[config.mk]
export PLATFORM = sky130hd
export DESIGN_NAME = read_bpm_test_link_flat
export DESIGN_NICKNAME = d
export VERILOG_FILES = /design/src/rtl/bpm_test_link_pkg.sv /design/src/rtl/read_bpm_test_link_if.sv /design/src/rtl/read_bpm_test_link.sv /design/src/flat_wrapper.sv
export SDC_FILE = /design/constraint.sdc
export NUM_CORES = 1
export LEC_CHECK = 0
export ABC_AREA = 1
export BUFFER_PORTS_ARGS = -buffer_cell sky130_fd_sc_hd__buf_4
export CAP_MARGIN = 0
export CORE_AREA = 8 8 178 129
export CTS_CLUSTER_DIAMETER = 150
export DETAILED_ROUTE_END_ITERATION = 10
export DIE_AREA = 0 0 186 137
export GPL_TIMING_DRIVEN = 0
export PLACE_DENSITY = 0.52
export SYNTH_ARGS = -nofsm -noshare
export SYNTH_HDL_FRONTEND = slang
export SYNTH_SLANG_ARGS = --single-unit
[constraint.sdc]
create_clock -name auroraUserClk -period 3.75 [get_ports auroraUserClk]
set_input_delay 1.125 -clock auroraUserClk [delete_from_list [all_inputs] [get_ports auroraUserClk]]
set_output_delay 1.125 -clock auroraUserClk [all_outputs]
set_load 0.1 [all_outputs]
[src/rtl/bpm_test_link_pkg.sv]
// Shared definitions for the BPM test link: word tags, header field
// positions, status codes and the receiver state encoding.
package bpm_test_link_pkg;

  localparam logic [15:0] TAG_HEADER = 16'hA5BE;
  localparam logic [15:0] TAG_X      = 16'hCAFE;
  localparam logic [15:0] TAG_Y      = 16'hBEEF;

  // Header layout: {tag[31:16], mark[15], cell[14:10], zero[9], global[8:5], index[4:0]}
  localparam int TAG_LSB        = 16;
  localparam int HDR_MARK_BIT   = 15;
  localparam int HDR_CELL_LSB   = 10;
  localparam int HDR_ZERO_BIT   = 9;
  localparam int HDR_GLOBAL_LSB = 5;
  localparam int INDEX_W        = 5;

  typedef enum logic [1:0] {
    STATUS_OK       = 2'd0,
    STATUS_FIELD    = 2'd1,
    STATUS_SEQUENCE = 2'd2,
    STATUS_FRAMING  = 2'd3
  } statusCode_t;

  typedef enum logic [2:0] {
    RX_WAIT_START = 3'd0,
    RX_HDR        = 3'd1,
    RX_X          = 3'd2,
    RX_Y          = 3'd3,
    RX_SUM        = 3'd4,
    RX_DISCARD    = 3'd5
  } rxState_t;

endpackage

[src/rtl/read_bpm_test_link_if.sv]
// AXI-Stream link carrying the 4-word BPM test packets.
interface read_bpm_test_link_if;
  logic [31:0] tdata;
  logic        tvalid;
  logic        tlast;
  logic        tready;

  modport master (output tdata, output tvalid, output tlast, input tready);
  modport slave  (input tdata, input tvalid, input tlast, output tready);
endinterface

[src/rtl/read_bpm_test_link.sv]
// Receive-side checker for the BPM test link: validates every word of the
// header/X/Y/sum packets, per-frame index sequence and FA counter continuity,
// and reports each frame or error as a one-cycle status strobe plus counters.
module read_bpm_test_link
  import bpm_test_link_pkg::*;
#(
  parameter int BPM_COUNT        = 16,
  parameter int CELL_INDEX       = 12,
  parameter int BPM_GLOBAL_INDEX = 2
) (
  input  logic                       auroraUserClk,
  input  logic                       auroraUserRst_n,
  input  logic                       auroraFAstrobe,
  read_bpm_test_link_if.slave        BPM_TEST_AXI_STREAM_RX,
  output logic                       TESTstatusStrobe,
  output logic [1:0]                 TESTstatusCode,
  output logic [31:0]                frameCount,
  output logic [15:0]                errorCount,
  output logic [15:0]                lastFAcycle,
  output logic [2:0]                 dbgRxState
);

  localparam logic [4:0] CELL_FIELD   = 5'(CELL_INDEX);
  localparam logic [3:0] GLOBAL_FIELD = 4'(BPM_GLOBAL_INDEX);
  localparam logic [4:0] LAST_INDEX   = 5'(BPM_COUNT - 1);

  rxState_t    state, nextState;
  logic        ready;
  logic [4:0]  expIndex;
  logic [15:0] faCapture;
  logic        faValid, armed, doneSinceStrobe;

  logic [31:0] word;
  logic        wordLast, accept;
  logic [4:0]  wordIndex;
  logic [15:0] wordFa;
  logic        hdrFieldOk, xFieldOk, yFieldOk, faOk;
  logic        checked, fieldErr, seqErr, lastErr, wordErr;
  logic        startFrame, goodSum, frameDone, missedFrame;
  statusCode_t wordCode;

  function automatic logic [15:0] satInc(input logic [15:0] value, input logic [1:0] step);
    logic [16:0] sum;
    sum = {1'b0, value} + {15'd0, step};
    return sum[16] ? 16'hFFFF : sum[15:0];
  endfunction

  assign word      = BPM_TEST_AXI_STREAM_RX.tdata;
  assign wordLast  = BPM_TEST_AXI_STREAM_RX.tlast;
  assign accept    = BPM_TEST_AXI_STREAM_RX.tvalid && ready;
  assign wordIndex = word[INDEX_W-1:0];
  assign wordFa    = word[TAG_LSB +: 16];
  assign BPM_TEST_AXI_STREAM_RX.tready = ready;
  assign dbgRxState = state;

  assign hdrFieldOk = (word[TAG_LSB +: 16] == TAG_HEADER) && word[HDR_MARK_BIT] &&
                      (word[HDR_CELL_LSB +: 5] == CELL_FIELD) && !word[HDR_ZERO_BIT] &&
                      (word[HDR_GLOBAL_LSB +: 4] == GLOBAL_FIELD);
  assign xFieldOk   = (word[TAG_LSB +: 16] == TAG_X) && (word[TAG_LSB-1:INDEX_W] == '0);
  assign yFieldOk   = (word[TAG_LSB +: 16] == TAG_Y) && (word[TAG_LSB-1:INDEX_W] == '0);
  // First packet of a frame checks continuity against the last good frame;
  // later packets must repeat the FA value captured from the first one.
  assign faOk = (expIndex == '0) ? (!faValid || (wordFa == lastFAcycle + 16'd1))
                                 : (wordFa == faCapture);

  // Next-state and per-word classification
  always_comb begin
    nextState   = state;
    checked     = 1'b0;
    fieldErr    = 1'b0;
    seqErr      = 1'b0;
    lastErr     = 1'b0;
    startFrame  = 1'b0;
    wordErr     = 1'b0;
    wordCode    = STATUS_FIELD;
    goodSum     = 1'b0;
    frameDone   = 1'b0;
    missedFrame = 1'b0;
    case (state)
      RX_WAIT_START: if (accept) begin
        if (hdrFieldOk && (wordIndex == '0) && !wordLast) begin
          nextState  = RX_X;
          startFrame = 1'b1;
        end else if (!wordLast) begin
          nextState = RX_DISCARD;
        end
      end
      RX_HDR: begin
        checked  = accept;
        fieldErr = !hdrFieldOk;
        seqErr   = wordIndex != expIndex;
        lastErr  = wordLast;
        if (accept) nextState = RX_X;
      end
      RX_X: begin
        checked  = accept;
        fieldErr = !xFieldOk;
        seqErr   = wordIndex != expIndex;
        lastErr  = wordLast;
        if (accept) nextState = RX_Y;
      end
      RX_Y: begin
        checked  = accept;
        fieldErr = !yFieldOk;
        seqErr   = wordIndex != expIndex;
        lastErr  = wordLast;
        if (accept) nextState = RX_SUM;
      end
      RX_SUM: begin
        checked  = accept;
        seqErr   = (word[TAG_LSB-1:0] != {11'd0, expIndex}) || !faOk;
        lastErr  = !wordLast;
        if (accept) nextState = RX_HDR;
      end
      RX_DISCARD: if (accept && wordLast) nextState = RX_WAIT_START;
      default: nextState = RX_WAIT_START;
    endcase
    wordErr = checked && (fieldErr || seqErr || lastErr);
    if (wordErr) nextState = wordLast ? RX_WAIT_START : RX_DISCARD;
    wordCode    = lastErr ? STATUS_FRAMING : (seqErr ? STATUS_SEQUENCE : STATUS_FIELD);
    goodSum     = checked && !wordErr && (state == RX_SUM);
    frameDone   = goodSum && (expIndex == LAST_INDEX);
    missedFrame = auroraFAstrobe && armed && !(doneSinceStrobe || frameDone);
  end

  // State register
  always_ff @(posedge auroraUserClk or negedge auroraUserRst_n) begin
    if (!auroraUserRst_n) state <= RX_WAIT_START;
    else                  state <= nextState;
  end

  // Packet/frame tracking and FA strobe bookkeeping
  always_ff @(posedge auroraUserClk or negedge auroraUserRst_n) begin
    if (!auroraUserRst_n) begin
      ready           <= 1'b0;
      expIndex        <= '0;
      faCapture       <= '0;
      faValid         <= 1'b0;
      armed           <= 1'b0;
      doneSinceStrobe <= 1'b0;
      frameCount      <= '0;
      errorCount      <= '0;
      lastFAcycle     <= '0;
    end else begin
      ready <= 1'b1;
      if (startFrame) expIndex <= '0;
      if (wordErr) begin
        expIndex <= '0;
        faValid  <= 1'b0;
      end else if (goodSum) begin
        if (expIndex == '0) faCapture <= wordFa;
        if (frameDone) begin
          expIndex    <= '0;
          frameCount  <= frameCount + 32'd1;
          lastFAcycle <= wordFa;
          faValid     <= 1'b1;
        end else begin
          expIndex <= expIndex + 5'd1;
        end
      end
      if (auroraFAstrobe) begin
        armed           <= 1'b1;
        doneSinceStrobe <= 1'b0;
      end else if (frameDone) begin
        doneSinceStrobe <= 1'b1;
      end
      errorCount <= satInc(errorCount, 2'(wordErr) + 2'(missedFrame));
    end
  end

  // Registered status: word error outranks missed frame outranks frame OK
  always_ff @(posedge auroraUserClk or negedge auroraUserRst_n) begin
    if (!auroraUserRst_n) begin
      TESTstatusStrobe <= 1'b0;
      TESTstatusCode   <= STATUS_OK;
    end else begin
      TESTstatusStrobe <= wordErr || missedFrame || frameDone;
      if (wordErr)          TESTstatusCode <= wordCode;
      else if (missedFrame) TESTstatusCode <= STATUS_FRAMING;
      else                  TESTstatusCode <= STATUS_OK;
    end
  end

endmodule

[src/flat_wrapper.sv]
// flat-port wrapper written by rule: the top's interface ports become plain ports
module read_bpm_test_link_flat import bpm_test_link_pkg::*;
#(
  parameter int BPM_COUNT        = 16,
  parameter int CELL_INDEX       = 12,
  parameter int BPM_GLOBAL_INDEX = 2
)
  (auroraUserClk, auroraUserRst_n, auroraFAstrobe, TESTstatusStrobe, TESTstatusCode, frameCount, errorCount, lastFAcycle, dbgRxState, BPM_TEST_AXI_STREAM_RX_tdata, BPM_TEST_AXI_STREAM_RX_tvalid, BPM_TEST_AXI_STREAM_RX_tlast, BPM_TEST_AXI_STREAM_RX_tready);
  read_bpm_test_link_if BPM_TEST_AXI_STREAM_RX_i ();
  input  logic auroraUserClk;
  input  logic auroraUserRst_n;
  input  logic auroraFAstrobe;
  output logic TESTstatusStrobe;
  output logic [1:0] TESTstatusCode;
  output logic [31:0] frameCount;
  output logic [15:0] errorCount;
  output logic [15:0] lastFAcycle;
  output logic [2:0] dbgRxState;
  input wire logic [$bits(BPM_TEST_AXI_STREAM_RX_i.tdata)-1:0] BPM_TEST_AXI_STREAM_RX_tdata;
  input wire logic [$bits(BPM_TEST_AXI_STREAM_RX_i.tvalid)-1:0] BPM_TEST_AXI_STREAM_RX_tvalid;
  input wire logic [$bits(BPM_TEST_AXI_STREAM_RX_i.tlast)-1:0] BPM_TEST_AXI_STREAM_RX_tlast;
  output wire logic [$bits(BPM_TEST_AXI_STREAM_RX_i.tready)-1:0] BPM_TEST_AXI_STREAM_RX_tready;
  assign BPM_TEST_AXI_STREAM_RX_i.tdata = BPM_TEST_AXI_STREAM_RX_tdata;
  assign BPM_TEST_AXI_STREAM_RX_i.tvalid = BPM_TEST_AXI_STREAM_RX_tvalid;
  assign BPM_TEST_AXI_STREAM_RX_i.tlast = BPM_TEST_AXI_STREAM_RX_tlast;
  assign BPM_TEST_AXI_STREAM_RX_tready = BPM_TEST_AXI_STREAM_RX_i.tready;
  read_bpm_test_link #(.BPM_COUNT(BPM_COUNT), .CELL_INDEX(CELL_INDEX), .BPM_GLOBAL_INDEX(BPM_GLOBAL_INDEX)) u_core (.auroraUserClk(auroraUserClk), .auroraUserRst_n(auroraUserRst_n), .auroraFAstrobe(auroraFAstrobe), .BPM_TEST_AXI_STREAM_RX(BPM_TEST_AXI_STREAM_RX_i), .TESTstatusStrobe(TESTstatusStrobe), .TESTstatusCode(TESTstatusCode), .frameCount(frameCount), .errorCount(errorCount), .lastFAcycle(lastFAcycle), .dbgRxState(dbgRxState));
endmodule
* Word-level counts from Yosys, hierarchy flattened
Index checks and enable logic that the tools add are counted.
** Storage, ports and cells
- Bits in registers :: 95
- Input bits :: 37
- Word-level logic and storage cells :: 118
** Cells by class
- Add/subtract/negate cells :: 5
- Eq/ne operators :: 22
- Muxes and demuxes :: 32
- Bitwise logic cells :: 1
- Reduce and logical (&&, ||, !) cells :: 46
** Operator list (count)
- equality test 16 bit, second input constant :: 3
- adder 32 x 1 -> 32 bit, second input constant :: 1
- equality test 16 bit :: 2
- two-way mux 3 bit :: 10
- two-way mux 5 bit :: 4
- inequality test 3 x 1 -> 1 bit, second input constant :: 6
- case mux 3 bit (6 select lines) :: 1
- adder 16 x 2 -> 17 bit :: 1
- adder 16 x 1 -> 16 bit, second input constant :: 1
- logical AND 1 bit :: 16
- two-way mux 16 bit :: 1
- inequality test 16 x 5 -> 1 bit :: 1
- zero test 11 bit :: 1
- equality test 5 x 4 -> 1 bit, second input constant :: 2
- zero test 5 bit :: 2
- zero test 1 bit :: 9
- two-way mux 1 bit :: 9
- two-way mux 2 bit :: 4
- logical OR 1 bit :: 7
- AND reduction 7 bit :: 1
- equality test 3 x 2 -> 1 bit, second input constant :: 2
- equality test 3 bit, second input constant :: 2
- AND reduction 3 bit :: 2
- nonzero test 2 bit :: 3
- 14 further kinds :: 15

* Depth between registers and ports, before layout
Gate-level depths: netlist of run 1.
- Depth after elaboration :: 20
- Gate-level depth with buffers :: 31

* Least setup slack after synthesis of run 1
OpenSTA, ideal clock, no wires.
- Kind :: register to register
- Start point :: reg u_core.lastFAcycle[0]
- End point :: reg u_core.errorCount[11]
- Library setup time :: 0.072 ns
- Arrival time :: 4.645 ns
- Slack :: -0.967 ns
- Cell stages (with the launch flop) :: 29
- Buffers on the path :: 2
- Period minus slack after synthesis :: 4.717 ns
- Cell sequence :: dfrtp_1 > ha_1 > nand2_1 > nor2_1 > nand2_1 > o21ai_0 > nand2_1 > nand3_1 > nor2_1 > nand2_1 > nand2_1 > nand2_1 > nand2_2 > nand3_2 > nor2_2 > nand3_2 > buf_6 > nand3_1 > fa_1 > inv_1 > ha_1 > nand2_1 > inv_1 > nand2_1 > nor4_1 > nand3_1 > or2_2 > clkbuf_1 > nand3_1
** Between the ends
- Longest elaborated chain between the ends :: 20
** Ends and longest elaborated chain
- start: declaration :: RTL line read_bpm_test_link.sv:19 : output logic [15:0] lastFAcycle,
- start signal: assignment :: RTL line read_bpm_test_link.sv:155 : lastFAcycle <= wordFa;
- adder 16 x 1 -> 16 bit * :: RTL line read_bpm_test_link.sv:63 : assign faOk = (expIndex == '0) ? (!faValid || (wordFa == lastFAcycle + 16'd1))
- equality test 16 bit * :: RTL line read_bpm_test_link.sv:63
- logical OR 1 bit * :: RTL line read_bpm_test_link.sv:63
- two-way mux 1 bit * :: RTL line read_bpm_test_link.sv:63
- zero test 1 bit * :: RTL line read_bpm_test_link.sv:111 : seqErr = (word[TAG_LSB-1:0] != {11'd0, expIndex}) || !faOk;
- logical OR 1 bit * :: RTL line read_bpm_test_link.sv:111
- case mux 1 bit (2 select lines) * :: RTL line read_bpm_test_link.sv:79 : case (state)
- logical OR 1 bit * (2 in series) :: RTL line read_bpm_test_link.sv:118 : wordErr = checked && (fieldErr || seqErr || lastErr);
- (+2 left out)
- logical AND 1 bit (2 in series) :: RTL line read_bpm_test_link.sv:121 : goodSum = checked && !wordErr && (state == RX_SUM);
- logical AND 1 bit :: RTL line read_bpm_test_link.sv:122 : frameDone = goodSum && (expIndex == LAST_INDEX);
- logical OR 1 bit :: RTL line read_bpm_test_link.sv:123 : missedFrame = auroraFAstrobe && armed && !(doneSinceStrobe || frameDone);
- zero test 1 bit :: RTL line read_bpm_test_link.sv:123
- logical AND 1 bit :: RTL line read_bpm_test_link.sv:123
- adder 1 x 1 -> 2 bit * :: RTL line read_bpm_test_link.sv:167 : errorCount <= satInc(errorCount, 2'(wordErr) + 2'(missedFrame));
- adder 16 x 2 -> 17 bit * :: RTL line read_bpm_test_link.sv:44 : sum = {1'b0, value} + {15'd0, step};
- two-way mux 16 bit * :: RTL line read_bpm_test_link.sv:45 : return sum[16] ? 16'hFFFF : sum[15:0];
- end signal: assignment :: RTL line read_bpm_test_link.sv:167
- end: declaration :: RTL line read_bpm_test_link.sv:18 : output logic [15:0] errorCount,
Every way passes the cells marked *; elsewhere a longest branch is shown, timed or not.
A chain may end at the register's enable or synchronous reset.

* Worst setup path in the final report of run 1
- Start point :: in BPM_TEST_AXI_STREAM_RX_tdata[24]
- End point :: reg u_core.errorCount[7]
** Between the ends
- Longest elaborated chain between the ends :: 20
- Elaborated cells on any way between the ends :: 33
- Those cells by class :: add/sub (2); eq/ne (5); mux (4); reduce/logical (22)
** Ends and longest elaborated chain
- start: declaration :: RTL line flat_wrapper.sv:19 : input wire logic [$bits(BPM_TEST_AXI_STREAM_RX_i.tdata)-1:0] BPM_TEST_AXI_STREAM_RX_tdata;
- equality test 16 bit :: RTL line read_bpm_test_link.sv:56 : assign hdrFieldOk = (word[TAG_LSB +: 16] == TAG_HEADER) && word[HDR_MARK_BIT] &&
- logical AND 1 bit (2 in series) :: RTL line read_bpm_test_link.sv:56
- logical AND 1 bit (2 in series) :: RTL line read_bpm_test_link.sv:57 : (word[HDR_CELL_LSB +: 5] == CELL_FIELD) && !word[HDR_ZERO_BIT] &&
- zero test 1 bit :: RTL line read_bpm_test_link.sv:90 : fieldErr = !hdrFieldOk;
- case mux 1 bit (3 select lines) :: RTL line read_bpm_test_link.sv:79
- logical OR 1 bit * (2 in series) :: RTL line read_bpm_test_link.sv:118
- logical AND 1 bit * :: RTL line read_bpm_test_link.sv:118
- zero test 1 bit :: RTL line read_bpm_test_link.sv:121
- logical AND 1 bit (2 in series) :: RTL line read_bpm_test_link.sv:121
- logical AND 1 bit :: RTL line read_bpm_test_link.sv:122
- logical OR 1 bit :: RTL line read_bpm_test_link.sv:123
- zero test 1 bit :: RTL line read_bpm_test_link.sv:123
- logical AND 1 bit :: RTL line read_bpm_test_link.sv:123
- adder 1 x 1 -> 2 bit * :: RTL line read_bpm_test_link.sv:167
- adder 16 x 2 -> 17 bit * :: RTL line read_bpm_test_link.sv:44
- two-way mux 16 bit * :: RTL line read_bpm_test_link.sv:45
Marks and branches as above.

==> results of run 1 <==
[power groups by stage]
stage	Clock, W	Combinational [W]	Sequential [W]
after floorplan	0	0.000547	0.00184
after global placement	0	0.00137	0.00136
after detailed placement	0	0.00138	0.00136
after CTS	0.000964	0.00156	0.00135
after global routing	0.00100	0.00180	0.00138
final	0.000937	0.00165	0.00135
[cells in the final DEF, fill, tap and decap left out, types with 5 or more instances in the layout]
cell	Yosys	final
nand2_1	243	230
buf_4	0	138
inv_1	126	116
dfrtp_1	95	88
nor2_1	80	74
nand3_1	58	46
o21ai_1	42	44
nand4_1	28	28
xnor2_1	29	26
o21ai_0	28	24
nor3_1	23	21
nand2_2	2	13
xor2_1	16	13
nand3_2	2	11
nor4_1	12	11
clkbuf_16	0	10
inv_2	3	8
nor2_2	4	8
buf_2	7	7
a21oi_1	7	7
dfrtp_2	0	7
or2_2	6	5
[per-layer routing]
| layer | GRT usage | vias to the layer above |
|---|---|---|
| met4 | 0.03474 | 0 |
| li1 | - | 3026 |
| met3 | 0.03475 | 16 |
| met2 | 0.2108 | 156 |
| met1 | 0.2432 | 2738 |
| met5 | 0 | - |
[sequential cells by signal (all words and copies together) (netlist names)]
register                              cells
u_core.frameCount                        32
u_core.errorCount                        16
u_core.faCapture                         16
u_core.lastFAcycle                       16
u_core.expIndex                           5
u_core.dbgRxState                         3
u_core.TESTstatusCode                     2
u_core.BPM_TEST_AXI_STREAM_RX.tready      1
u_core.TESTstatusStrobe                   1
u_core.armed                              1
u_core.doneSinceStrobe                    1
u_core.faValid                            1
[stage by stage]
| stage | instance area, µm² | utilization | hold slack, ps |
|---|---|---|---|
| floorplan | 6011 | - | 439.4 |
| global placement | 7152 | 0.3530 | 460.6 |
| detailed placement | 7152 | 0.3530 | 451.2 |
| CTS | 7799 | 0.3849 | 476.0 |
| global route | 8015 | 0.3956 | 503.7 |
| finish | 8015 | 0.3956 | 481.8 |
[critical path: cells and delay by family]
kind | cells | cell delay, ps
adder cells (fa/ha/maj) | 2 | 520
buffers and inverters | 6 | 560
AND/OR/NAND/NOR | 22 | 1960
[repair_timing]
item                                    4_1_cts  5_1_grt
pin swaps                                     5       18
buffers inserted                             27       10
gates resized for setup                      37       41
endpoints found under the setup margin       16       17
gates cloned                                  1        0
[area by class of cell]
class                      instances  share of cell area
tap                              276             0.04308
timing repair buffer             144              0.1391
clock buffer                       9             0.02810
inverter                         130             0.06322
clock inverter                     5            0.007649
multi-input combinational        607              0.4081
buffer                            15             0.01311
sequential                        95              0.2977
[how the worst max path moves through the flow]
| stage | start | end | slack (ps) | depth (start not counted) |
|---|---|---|---|---|
| floorplan | BPM_TEST_AXI_STREAM_RX_tdata[22] | u_core.errorCount[11] | -390 | 28 |
| global placement | BPM_TEST_AXI_STREAM_RX_tdata[21] | u_core.errorCount[7] | -880 | 31 |
| detailed placement | BPM_TEST_AXI_STREAM_RX_tdata[21] | u_core.errorCount[7] | -900 | 31 |
| CTS | BPM_TEST_AXI_STREAM_RX_tdata[24] | u_core.errorCount[7] | -6 | 31 |
| global route | BPM_TEST_AXI_STREAM_RX_tdata[27] | u_core.errorCount[13] | -290 | 26 |
| finish | BPM_TEST_AXI_STREAM_RX_tdata[24] | u_core.errorCount[7] | -130 | 30 |
[kinds of logic (layout without fill, tap and decap cells)]
| group | Yosys count | after routing | share of synthesized area |
|---|---|---|---|
| AO/OA/AOI/OAI | 89 | 89 | 0.07903 |
| XOR/XNOR | 45 | 45 | 0.06638 |
| adder cells (fa/ha/maj) | 6 | 6 | 0.01391 |
| buffers and inverters | 146 | 303 | 0.09652 |
| flip-flops | 95 | 95 | 0.4004 |
| multiplexers | 1 | 1 | 0.001686 |
| other | 1 | 1 | 0.0006316 |
| AND/OR/NAND/NOR | 465 | 465 | 0.3414 |
==> results by group, run 1 <==
Run status
  • Status: complete, but fails checks
  • Violated checks: negative setup slack

STA
  • Fin crit share: 1.035
  • Setup violators final: 17
  • Actual slew at the worst max-slew pin: just over 900 ps
  • Final hold vios: 0
  • Setup_tns: -1832 ps
  • Final Worst Setup Slack: -130.7 ps
  • RSZ-0062 raised after global routing: yes
  • Fmax: between 200 and 300 MHz
  • Setup Skew: between 6 and 7 ps
  • Fin crit period: about 3900 ps
  • Rel. slew slack: 0.3888
  • Slew Limit Fails: 0

Power
  • Switching part of the total: 0.4254
  • Peak VDD IR: a little under 0.0006 V
  • Power Total: between 0.003 and 0.004 W
  • Gate power share: 0.419
  • Sw power: between 0.0015 and 0.002 W
  • Pleak: roughly 3.7 nW
  • Part of the power in the clock network: 0.238
  • PwrDens: between 400 and 500 mW/mm²
  • P_int: ~0.0023 W
  • Flop pwr share: 0.343

Cells and area
  • N_diodes: 0
  • Multi-input gate area: roughly 0.0033 mm²
  • Layout cells sized above 1: 0.2517
  • Final std cells w/o fill: around 1,300
  • Register area: 0.002386 mm²
  • Area growth syn-to-layout: 35.01%
  • Fin nets: roughly 1,000
  • Number of fill cells: 2,164

Synthesis
  • Synth Area per Inst: 7.001 µm²
  • Post-synthesis sequential area ratio: 0.4004
  • Synthesized net count: 891
  • Top FF cell, synth: dfrtp_1
  • Leading area contributor after synthesis: dfrtp_1
  • Fraction of registers with async set/reset: 1.000
  • Synth Register Bits: 95
  • Area share of the largest cell type after synthesis: 0.4004
  • Top post-synthesis cells by area: dfrtp_1 (40%), nand2_1 (15%), inv_1 (8.0%), nor2_1 (5.1%), nand3_1 (4.9%)
  • Top cells by count, synth: nand2_1 (243), inv_1 (126), dfrtp_1 (95)
  • Synth cell types: 39
  • Ys Warns: 0
  • Mapped Cells: approximately 850
  • Synthesized area: 0.005937 mm²
  • Most common cell in the netlist: nand2_1
  • Post-synth EDFFs: 0

Clocking
  • H-tree depth: 3
  • Clock Sinks: 95
  • Max Root-Sink Buffers: 2
  • Clk root buf: clkbuf_16
  • # hold bufs at CTS: 0
  • Clock-pin slew on the worst setup and hold paths: around 70 ps
  • Cts bufs inserted: 9
  • Clk Latency, worst-skew pair: about 360 ps
  • CTS tree: built

Floorplan
  • Core box area: slightly above 0.02 mm²
  • Die area: between 0.02 and 0.03 mm²
  • Die Y: 137 µm
  • Die width: about 190 µm
  • Initial core utilization: 0.2930
  • IO Pins: between 100 and 150
  • Cell Rows: 44

Detailed routing
  • Routed vias/inst: 4.634
  • Metal3 WL: about 1.0 mm
  • Antenna Nets Post-Route: 0
  • Drt total wl: just under 20 mm
  • WL/cell: roughly 15 µm
  • Drt initial violations: approximately 460
  • Metal-1 WL: about 11 mm
  • DR vias: slightly below 6,000
  • TritonRoute pass-1 iters: 5
  • Top sig layer: met4
  • DRC: 0
  • Met2 routed WL: a little under 8 mm

Setup path
  • Worst-path maximum fanout: 5
  • CP dominant cell by count: nand2_1
  • Critical path's largest stage delay: between 300 and 400 ps
  • Worst reg2reg path startpoint: u_core.lastFAcycle[1]
  • CP Data Required Time: 4050 ps
  • Slowest-stage cell, CP: fa_2
  • Critical Path End Type: register
  • WS Path Type: input port to register
  • FF-to-FF path depth: 27
  • Startpoint Class: input port
  • R2r setup slk: -20 ps
  • R2R Path End: u_core.errorCount[7]
  • WP data arrival: approximately 4200 ps

Hold path
  • Hold Crit Class: register to register
  • Min-Delay Endpoint: u_core.armed
  • Min-Delay Startpoint: u_core.armed
  • Hold path depth: 1

Global routing
  • Initial antenna violation count: 0
  • Largest net degree at the start of global routing: 96
  • Global-route wire length before repair: around 31 mm
  • Total GRT Usage: 0.1562
  • Gr ovfl total: 0
  • Number of global-route vias before repair: between 5,000 and 6,000

Placed design
  • Final HPWL from detailed placement: 14.73 mm
  • Placed cells: approximately 1,200
  • RePlAce Congestion: ~0.84
  • Worst slack, placed: -899.5 ps
  • Port Buf Inserts: approximately 110

Flow run
  • Max-Cap Viols: 0
Power figures use the tool's default switching activity.
==> run 2, diff against run 1 <==
--- a/config.mk
+++ b/config.mk
@@ -8,12 +8,14 @@
 export ABC_AREA = 1
 export BUFFER_PORTS_ARGS = -buffer_cell sky130_fd_sc_hd__buf_4
 export CAP_MARGIN = 0
+export CELL_PAD_IN_SITES_DETAIL_PLACEMENT = 0
+export CELL_PAD_IN_SITES_GLOBAL_PLACEMENT = 1
 export CORE_AREA = 8 8 178 129
 export CTS_CLUSTER_DIAMETER = 150
 export DETAILED_ROUTE_END_ITERATION = 10
 export DIE_AREA = 0 0 186 137
 export GPL_TIMING_DRIVEN = 0
-export PLACE_DENSITY = 0.52
+export PLACE_DENSITY = 0.68
 export SYNTH_ARGS = -nofsm -noshare
 export SYNTH_HDL_FRONTEND = slang
 export SYNTH_SLANG_ARGS = --single-unit
==> results by group, run 2 (same netlist as run 1, synthesis figures left out) <==
Detailed routing
  • DRC: 0 (unchanged)
  • DR vias: 5,921 (-0.25%)
  • Drt initial violations: 497 (+7.6%)
  • TritonRoute pass-1 iters: 4 (-1)
  • WL/cell: 15.42 µm (+0.48%)
  • Routed vias/inst: 4.629 (about the same)
  • Drt total wl: 19.73 mm (+0.33%)
  • Antenna Nets Post-Route: 0 (unchanged)

Clocking
  • H-tree depth: 3 (unchanged)
  • Clk root buf: clkbuf_16
  • Max Root-Sink Buffers: 2 (unchanged)
  • Cts bufs inserted: 9 (unchanged)
  • Clk Latency, worst-skew pair: 360 ps (about the same)
  • Clock Sinks: 95 (unchanged)
  • CTS tree: built
  • Clock-pin slew on the worst setup and hold paths: 80 ps (about the same)
  • # hold bufs at CTS: 0 (unchanged)

Setup path
  • Worst Path Buf+Inv: 5 (-1)
  • Worst-path maximum fanout: 6 (+1)
  • Critical Path End Type: register
  • CP Data Required Time: 4050 ps (about the same)
  • WP data arrival: 4180 ps (about the same)
  • Family with the most delay on the worst path: simple AND/OR/NAND/NOR gates
  • Startpoint Class: input port
  • Slowest-stage cell, CP: fa_2
  • WS Path Type: input port to register
  • Critical path's largest stage delay: 360 ps (-30 ps)

Run status
  • Status: complete, but fails checks
  • Violated checks: negative setup slack

Cells and area
  • Number of fill cells: 2,157 (-0.32%)
  • Max reg flops: 32 (unchanged)
  • Most frequent cells in the layout: nand2_1 (223), buf_4 (134), inv_1 (115)
  • Largest reg by FF count: u_core.frameCount
  • Layout cells sized above 1: 0.2602 (+0.008478)
  • Commonest non-fill, non-tap cell in the layout: nand2_1
  • Final std cells w/o fill: 1,279 (-0.16%)
  • Area growth syn-to-layout: 36.80%
  • Fin nets: 1,041 (-0.38%)
  • Post-route cell area: 0.008122 mm² (+1.3%)
  • N_diodes: 0 (unchanged)
  • Final core utilization: 0.4009 (+0.005250)

Global routing
  • Largest net degree at the start of global routing: 96 (unchanged)
  • Total GRT Usage: 0.1553 (-0.0008513)
  • Gr ovfl total: 0 (unchanged)
  • Global-route wire length before repair: 30.96 mm (-0.60%)
  • Initial antenna violation count: 0 (unchanged)
  • Number of global-route vias before repair: 5,544 (+0.090%)

STA
  • Slew Limit Fails: 0 (unchanged)
  • Fin crit period: 3876 ps (-4.476 ps)
  • Fin crit share: 1.034 (-0.001194)
  • Fmax: 258.0 MHz (+0.12%)
  • Final Worst Setup Slack: -126.2 ps (+4.476 ps)
  • RSZ-0062 raised after global routing: yes
  • Setup Skew: 8.591 ps (+2.218 ps)
  • Final hold vios: 0 (unchanged)
  • Setup violators final: 14 (-3)
  • Rel. slew slack: 0.6014 (+0.2126)
  • Actual slew at the worst max-slew pin: 591.4 ps (-325.4 ps)

Power
  • PwrDens: 474.1 mW/mm² (-3.5%)
  • Pleak: 3.763 nW (+1.1%)
  • Peak VDD IR: 0.0006086 V (+2.7%)

Placed design
  • Placed cell area: 0.007152 mm² (unchanged)
  • Worst slack, placed: -977.6 ps (-78.02 ps)
  • RePlAce Congestion: 0.8517 (+1.7%)
  • Placed cells: 1,230 (unchanged)
  • Final HPWL from detailed placement: 14.99 mm (+1.7%)
  • Port Buf Inserts: 106 (unchanged)

Flow run
  • Max-Cap Viols: 0 (unchanged)

Floorplan
  • Initial core utilization: 0.2930 (unchanged)
  • Die width: 186 µm (unchanged)
  • Cell Rows: 44 (unchanged)
  • Die Y: 137 µm (unchanged)
  • Die area: 0.02548 mm² (unchanged)
  • IO Pins: 108 (unchanged)
  • Core box area: 0.02026 mm² (unchanged)

Hold path
  • Hold Crit Class: register to register
-- run 2: cell types whose count changed in the layout (fill, tap and decap cells not counted), sizes merged --
cell      change
buf           -4
inv           +3
clkinvlp      -2
clkbuf        +1
-- run 2: where the power goes --
| part | internal, W | switching [W] |
|---|---|---|
| clock network | 0.000547 | 0.000452 |
| registers | 0.00119 | 0.000159 |
| logic | 0.000461 | 0.00104 |
| total | 0.00219 | 0.00166 |
-- run 2: routing by layer --
layer / global-route usage / vias up / part of all wire / routed length (µm)
met5: 0 / - / 0 / 0
met4: 0.03166 / 0 / 0.0080 / 158
met3: 0.03581 / 10 / 0.050 / 985
met2: 0.2142 / 119 / 0.41 / 8014
met1: 0.2384 / 2789 / 0.54 / 10570
li1: - / 3003 / - / -
-- run 2: layout make-up --
cell class	count	area [µm²]	share of cell area
multi-input cells	607	3328	0.4098
flip-flops and latches	95	2386	0.2938
repair buffers	139	1110	0.1367
inverters	130	504.2	0.06209
well taps	276	345.3	0.04252
clock buffers	10	239.0	0.02943
plain buffers	16	133.9	0.01648
clock inverters	6	75.07	0.009244
-- run 2: what timing repair did --
action / 4_1_cts / 5_1_grt
endpoints found under the setup margin: 16 / 51
pin swaps: 15 / 25
gates cloned: 1 / 0
gates resized for setup: 53 / 43
setup buffers: 19 / 12
-- run 2: through the flow --
stage	setup TNS [ps]	hold slack, ps	power, W
finish	-1456	472.0	0.003850
CTS	-870.5	478.4	0.003831
floorplan	-5238	439.4	0.002388
global route	-5194	502.6	0.004062
global placement	-13840	455.2	0.002732
detailed placement	-14460	454.7	0.002732
-- run 2: worst paths after layout --
kind                                                        from               endpoint  slack [ps]  cells past startpoint
worst max-delay path            BPM_TEST_AXI_STREAM_RX_tdata[26]   u_core.errorCount[7]        -130                     26
worst min-delay path                                u_core.armed           u_core.armed         470                      1
worst max register to register             u_core.lastFAcycle[1]   u_core.errorCount[7]         -40                     28
worst min register to register                      u_core.armed           u_core.armed         470                      1
max in group asynchronous                        auroraUserRst_n  u_core.lastFAcycle[5]        2460                      2
min in group asynchronous                        auroraUserRst_n  u_core.frameCount[11]         600                      1
